--- config.mk ---
export PLATFORM = sky130hd
export DESIGN_NAME = stall_mgmt_ctrl
export DESIGN_NICKNAME = d
export VERILOG_FILES = /design/src/rtl/stall_mgmt_ctrl.sv
export SDC_FILE = /design/constraint.sdc
export NUM_CORES = 1
export LEC_CHECK = 0
export CAP_MARGIN = 20
export CORE_MARGIN = 3
export CORE_UTILIZATION = 40
export CTS_CLUSTER_DIAMETER = 30
export DETAILED_ROUTE_END_ITERATION = 16
export PLACE_DENSITY = 0.86
export SKIP_CTS_REPAIR_TIMING = 1
export SLEW_MARGIN = 30
export SYNTH_ARGS = -nofsm -noshare
export SYNTH_HDL_FRONTEND = slang
export SYNTH_SLANG_ARGS = --single-unit
--- constraint.sdc ---
create_clock -name clk -period 4.8 [get_ports clk]
set_input_delay 0.96 -clock clk [delete_from_list [all_inputs] [get_ports clk]]
set_output_delay 0.96 -clock clk [all_outputs]
set_load 0.01 [all_outputs]
--- src/rtl/stall_mgmt_ctrl.sv ---
// rtl/stall_mgmt_ctrl.sv - global stall/flush/drain sequencer for the buffered pipeline
//
// Ports:
//   clk, reset     clock; asynchronous active-high reset
//   buf_full       per-stage buffer full status  [NUM_STAGES]
//   buf_empty      per-stage buffer empty status [NUM_STAGES]
//   ext_stall      downstream backpressure request
//   flush_req      flush request level, sampled every cycle
//   stall          global stall, decoded from registered state
//   flush          global flush, decoded from registered state
//   src_hold       stop the source from presenting new data (combinational)
//   ctrl_state     current state: RUN=0 STALL=1 DRAIN=2 FLUSH=3
//   stall_cycles   cycles spent with stall high (saturating)
//   drain_cycles   cycles spent in DRAIN (saturating)
//
// Optional feature macro: STALL_PERF_CNT_EN enables the two performance
// counters; without it both counter outputs are constant 0.
module stall_mgmt_ctrl #(
    parameter int NUM_STAGES   = 4,
    parameter int MIN_STALL    = 2,
    parameter int FLUSH_CYCLES = 1
) (
    input  logic                  clk,
    input  logic                  reset,
    input  logic [NUM_STAGES-1:0] buf_full,
    input  logic [NUM_STAGES-1:0] buf_empty,
    input  logic                  ext_stall,
    input  logic                  flush_req,
    output logic                  stall,
    output logic                  flush,
    output logic                  src_hold,
    output logic [1:0]            ctrl_state,
    output logic [31:0]           stall_cycles,
    output logic [31:0]           drain_cycles
);

    typedef enum logic [1:0] {
        ST_RUN   = 2'd0,
        ST_STALL = 2'd1,
        ST_DRAIN = 2'd2,
        ST_FLUSH = 2'd3
    } state_t;

    localparam logic [7:0] HOLD_LOAD  = 8'(MIN_STALL - 1);
    localparam logic [3:0] FLUSH_LOAD = 4'(FLUSH_CYCLES - 1);

    state_t     state, state_nxt;
    logic [7:0] hold_cnt, hold_cnt_nxt;
    logic [3:0] flush_cnt, flush_cnt_nxt;
    logic       all_empty;
    logic       any_full;

    assign all_empty = &buf_empty;
    assign any_full  = |buf_full;

    always_ff @(posedge clk or posedge reset) begin
        if (reset) begin
            state     <= ST_RUN;
            hold_cnt  <= '0;
            flush_cnt <= '0;
        end else begin
            state     <= state_nxt;
            hold_cnt  <= hold_cnt_nxt;
            flush_cnt <= flush_cnt_nxt;
        end
    end

    always_comb begin
        state_nxt     = state;
        hold_cnt_nxt  = hold_cnt;
        flush_cnt_nxt = flush_cnt;
        if (flush_req) begin
            // A flush request overrides every state, including an ongoing flush.
            state_nxt     = ST_FLUSH;
            flush_cnt_nxt = FLUSH_LOAD;
        end else begin
            case (state)
                ST_RUN: begin
                    // buf_full in RUN is a protocol error and deliberately ignored.
                    if (ext_stall) begin
                        state_nxt    = ST_STALL;
                        hold_cnt_nxt = HOLD_LOAD;
                    end
                end
                ST_STALL: begin
                    if (hold_cnt != 8'd0) begin
                        hold_cnt_nxt = hold_cnt - 8'd1;
                    end else if (!ext_stall) begin
                        state_nxt = all_empty ? ST_RUN : ST_DRAIN;
                    end
                end
                ST_DRAIN: begin
                    // Re-stall has priority over finishing the drain.
                    if (ext_stall) begin
                        state_nxt    = ST_STALL;
                        hold_cnt_nxt = HOLD_LOAD;
                    end else if (all_empty) begin
                        state_nxt = ST_RUN;
                    end
                end
                ST_FLUSH: begin
                    // Buffers are cleared by the flush, so no DRAIN afterwards.
                    if (flush_cnt != 4'd0) begin
                        flush_cnt_nxt = flush_cnt - 4'd1;
                    end else begin
                        state_nxt = ST_RUN;
                    end
                end
                default: state_nxt = ST_RUN;
            endcase
        end
    end

    assign stall      = (state == ST_STALL);
    assign flush      = (state == ST_FLUSH);
    assign ctrl_state = state;
    // The buf_full term is combinational so a full buffer blocks the source
    // in the same cycle and no input is dropped.
    assign src_hold   = (stall && any_full) || (state == ST_DRAIN) || flush;

`ifdef STALL_PERF_CNT_EN
    logic [31:0] stall_cnt_q;
    logic [31:0] drain_cnt_q;

    always_ff @(posedge clk or posedge reset) begin
        if (reset) begin
            stall_cnt_q <= '0;
            drain_cnt_q <= '0;
        end else begin
            if (stall && (stall_cnt_q != 32'hFFFF_FFFF)) begin
                stall_cnt_q <= stall_cnt_q + 32'd1;
            end
            if ((state == ST_DRAIN) && (drain_cnt_q != 32'hFFFF_FFFF)) begin
                drain_cnt_q <= drain_cnt_q + 32'd1;
            end
        end
    end

    assign stall_cycles = stall_cnt_q;
    assign drain_cycles = drain_cnt_q;
`else
    assign stall_cycles = 32'd0;
    assign drain_cycles = 32'd0;
`endif

endmodule

==> summary.txt <==
Min path
  • Worst Hold Class: flip-flop to flip-flop
  • Hold path depth: 1

Layout
  • Area delta synth->final: 0.287%
  • Layout cells sized above 1: ~4.8%
  • Final Net Count: roughly 180
  • Multi-input gate area: between 600 and 700 µm²
  • Filler instances: 320
  • Cell Count, Final, Fillers Out: around 210
  • Diodes inserted: 0
  • Seq. cell area: roughly 350 µm²

Routing
  • ANT nets after route: 0
  • Total wire length: roughly 2200 µm
  • Vias post-DR: ~880
  • WL per Instance: roughly 10 µm
  • Drt via density: between 4 and 5
  • DR iter-0 viols: 32
  • DRT Pass-1 Iters: 4
  • # DRC: 0

Timing
  • Post-layout min period: 3.24 ns
  • Fmax: between 300 and 400 MHz
  • RSZ-0062 raised after global routing: no
  • Worst Tran Pin Value: ~0.53 ns
  • Crit share post-route: 67.6%
  • Slew Viols, Final: 0
  • Setup-failing EPs final: 0
  • Max-slew headroom: about 64%
  • TNS Setup: 0 ns
  • Hold Vio Cnt, Final: 0
  • Clock skew: between 0.006 and 0.007 ns
  • Final WS setup: around 1.6 ns

Synthesis
  • Mapped Cells: 149
  • Synth Cell Area: ~1300 µm²
  • Post-synth EDFFs: 0
  • Post-synth ARST share: between 90% and 100%
  • Seq cells post-synth: 14
  • Syn. warnings: 0
  • Post-synthesis cell type count: 36
  • Seq/Total Area, Yosys: 26.7%
  • Mean post-synth cell area: 8.79 µm²
  • Primary FF master, synth: dfrtp_1

Clock network
  • Clock slew at reported path FFs: roughly 0.090 ns
  • CTS max path bufs: 2
  • CTS Buf Count: 3
  • Clock sinks: 14
  • Clk root buf: clkbuf_4
  • CTS H-Tree Depth: 1
  • Worst-Skew Late Latency: roughly 0.29 ns
  • TritonCTS clock tree: yes

Die
  • Full die area: between 3000 and 4000 µm²
  • Die span in x: 63.2 µm
  • Rows: 20
  • CORE AREA: between 3000 and 4000 µm²
  • Die Y: about 63 µm
  • Initial core utilization: roughly 43%
  • I/O Pins: 81

Status
  • Outcome: completed

Worst setup path
  • Critical path class: input port to primary output
  • WP depth: 4
  • R2R setup slack: between 3 and 4 ns
  • Slowest Stage Delay on Critical Path: around 0.48 ns
  • R2R cell count: 6
  • Crit-path cells: clkdlybuf4s50_1, o41ai_1, nand2b_1, clkdlybuf4s50_1
  • Worst EP arrival: between 2 and 2.5 ns
  • Largest delay share family, worst path: buffers and inverters
  • CP endpoint kind: primary output
  • CP Buf/Inv Count: 2
  • CP Data Required Time: ~3.8 ns
  • Critical path launch point type: input port
  • Worst path most repeated cell: clkdlybuf4s50_1
  • Critical path fanouts, max: 1
  • Slowest cell on crit path: clkdlybuf4s50_1

Power
  • Power Dens Cells: just over 500 nW/µm²
  • Peak supply drop: 0.132 mV
  • Pleak: between 0.6 and 0.7 nW

Place
  • Post-DP HPWL: ~1700 µm
  • DP Worst Slack: about 1.5 ns
  • Placed cells: 207
  • IO Port Bufs: 16
  • GPL Wtd Cong: 0.799

Flow run
  • Max cap viols: 0

Global routing
  • Vias in the first global route: approximately 700
  • Global Route Usage Sum: 9.98%
  • Antenna violations before repair: 0
  • Largest net degree at the start of global routing: 15
  • Grt total ovfl: 0
  • First-pass GRT wire length: roughly 3200 µm
[registers in the layout (all words and copies together), names as in the netlist]
signal,cells
hold_cnt,8
flush_cnt,4
ctrl_state,2
[synth_stat cells (2+ instances only)]
library cell | n | area (µm²)
nand2_1 | 5 | 18.8
o21ai_0 | 2 | 10.0
nand2b_1 | 3 | 18.8
dfrtp_1 | 14 | 350
or3b_1 | 2 | 17.5
inv_1 | 7 | 26.3
buf_4 | 64 | 480
ha_1 | 4 | 50.1
a21oi_1 | 7 | 35.0
nor2_1 | 6 | 22.5
o21ai_1 | 3 | 15.0
mux2i_1 | 3 | 30.0
nor2b_1 | 3 | 18.8
a31oi_1 | 3 | 18.8
nor3b_1 | 2 | 15.0
[cells in the final DEF (no fill, tap or decap), drive strengths merged]
cell	n
conb	64
o22ai	1
nor3b	2
a211oi	1
and4	1
o31ai	1
nand4	1
a21oi	9
inv	7
nand2	5
nor2	6
dfrtp	14
xnor2	1
a41o	1
a22o	1
a41oi	1
a311oi	1
or3	1
nand2b	3
nor4	1
o41ai	1
ha	4
o21bai	1
or3b	3
mux2i	3
a31oi	3
clkbuf	4
nor2b	3
o21ai	5
or4	1
clkdlybuf4s50	16
and2	1
[cell families (layout without fill, tap and decap cells)]
logic type                 Yosys count  in the layout  synth area share (%)
xor gates and xnor gates             1              1                 0.669
AOI/OAI and AO/OA                   26             26                  13.6
adders and majority gates            4              4                  3.82
muxes                                3              3                  2.29
and+or+nand+nor                     28             28                  13.7
DFF                                 14             14                  26.7
other                                1             64                 0.286
buffers and inverters               72             27                  39.0
[worst paths after layout]
kind	startpoint	end
min in group asynchronous	reset	hold_cnt[0]
setup / recovery	buf_full[1]	src_hold
max in group asynchronous	reset	hold_cnt[1]
hold / removal	hold_cnt[7]	hold_cnt[7]
hold reg to reg	hold_cnt[7]	hold_cnt[7]
setup reg to reg	hold_cnt[0]	hold_cnt[2]
[metrics by stage]
step           cell area (µm²)  util [%]  hold WS, ns  total power (W)
4_1_cts                   1310      42.7        0.501         0.000682
2_1_floorplan             1550         -        0.451         0.000525
6_report                  1310      42.7        0.507         0.000682
5_1_grt                   1310      42.7        0.525         0.000741
3_3_place_gp              1280      41.5        0.473         0.000578
3_5_place_dp              1280      41.5        0.493         0.000592
[worst reg2reg max path, delay by kind of cell, from the launching register on]
family          cells  cell delay [ns]
buf+inv             1             0.14
flops               1             0.40
fa+ha+maj           1             0.16
simple gates        2             0.64
compound gates      2             0.38
[power breakdown]
part           switching (W)  internal (W)
Combinational       0.000191      0.000164
Clock              0.0000407     0.0000462
Sequential         0.0000701      0.000169
Total               0.000302      0.000380
[layer usage]
metal	routed length (µm)	track usage, %
met3	205	2.14
met5	0	0
met1	816	11.3
met4	55	6.47
met2	1080	16.9
[cell type report]
cell class | count | share of cell area (%)
Clock buffer | 4 | 2.76
Multi-Input combinational cell | 126 | 52.2
Inverter | 7 | 2.00
Timing Repair Buffer | 16 | 12.2
Tap cell | 44 | 4.19
Sequential cell | 14 | 26.7
(Power assumes the default switching activity.)
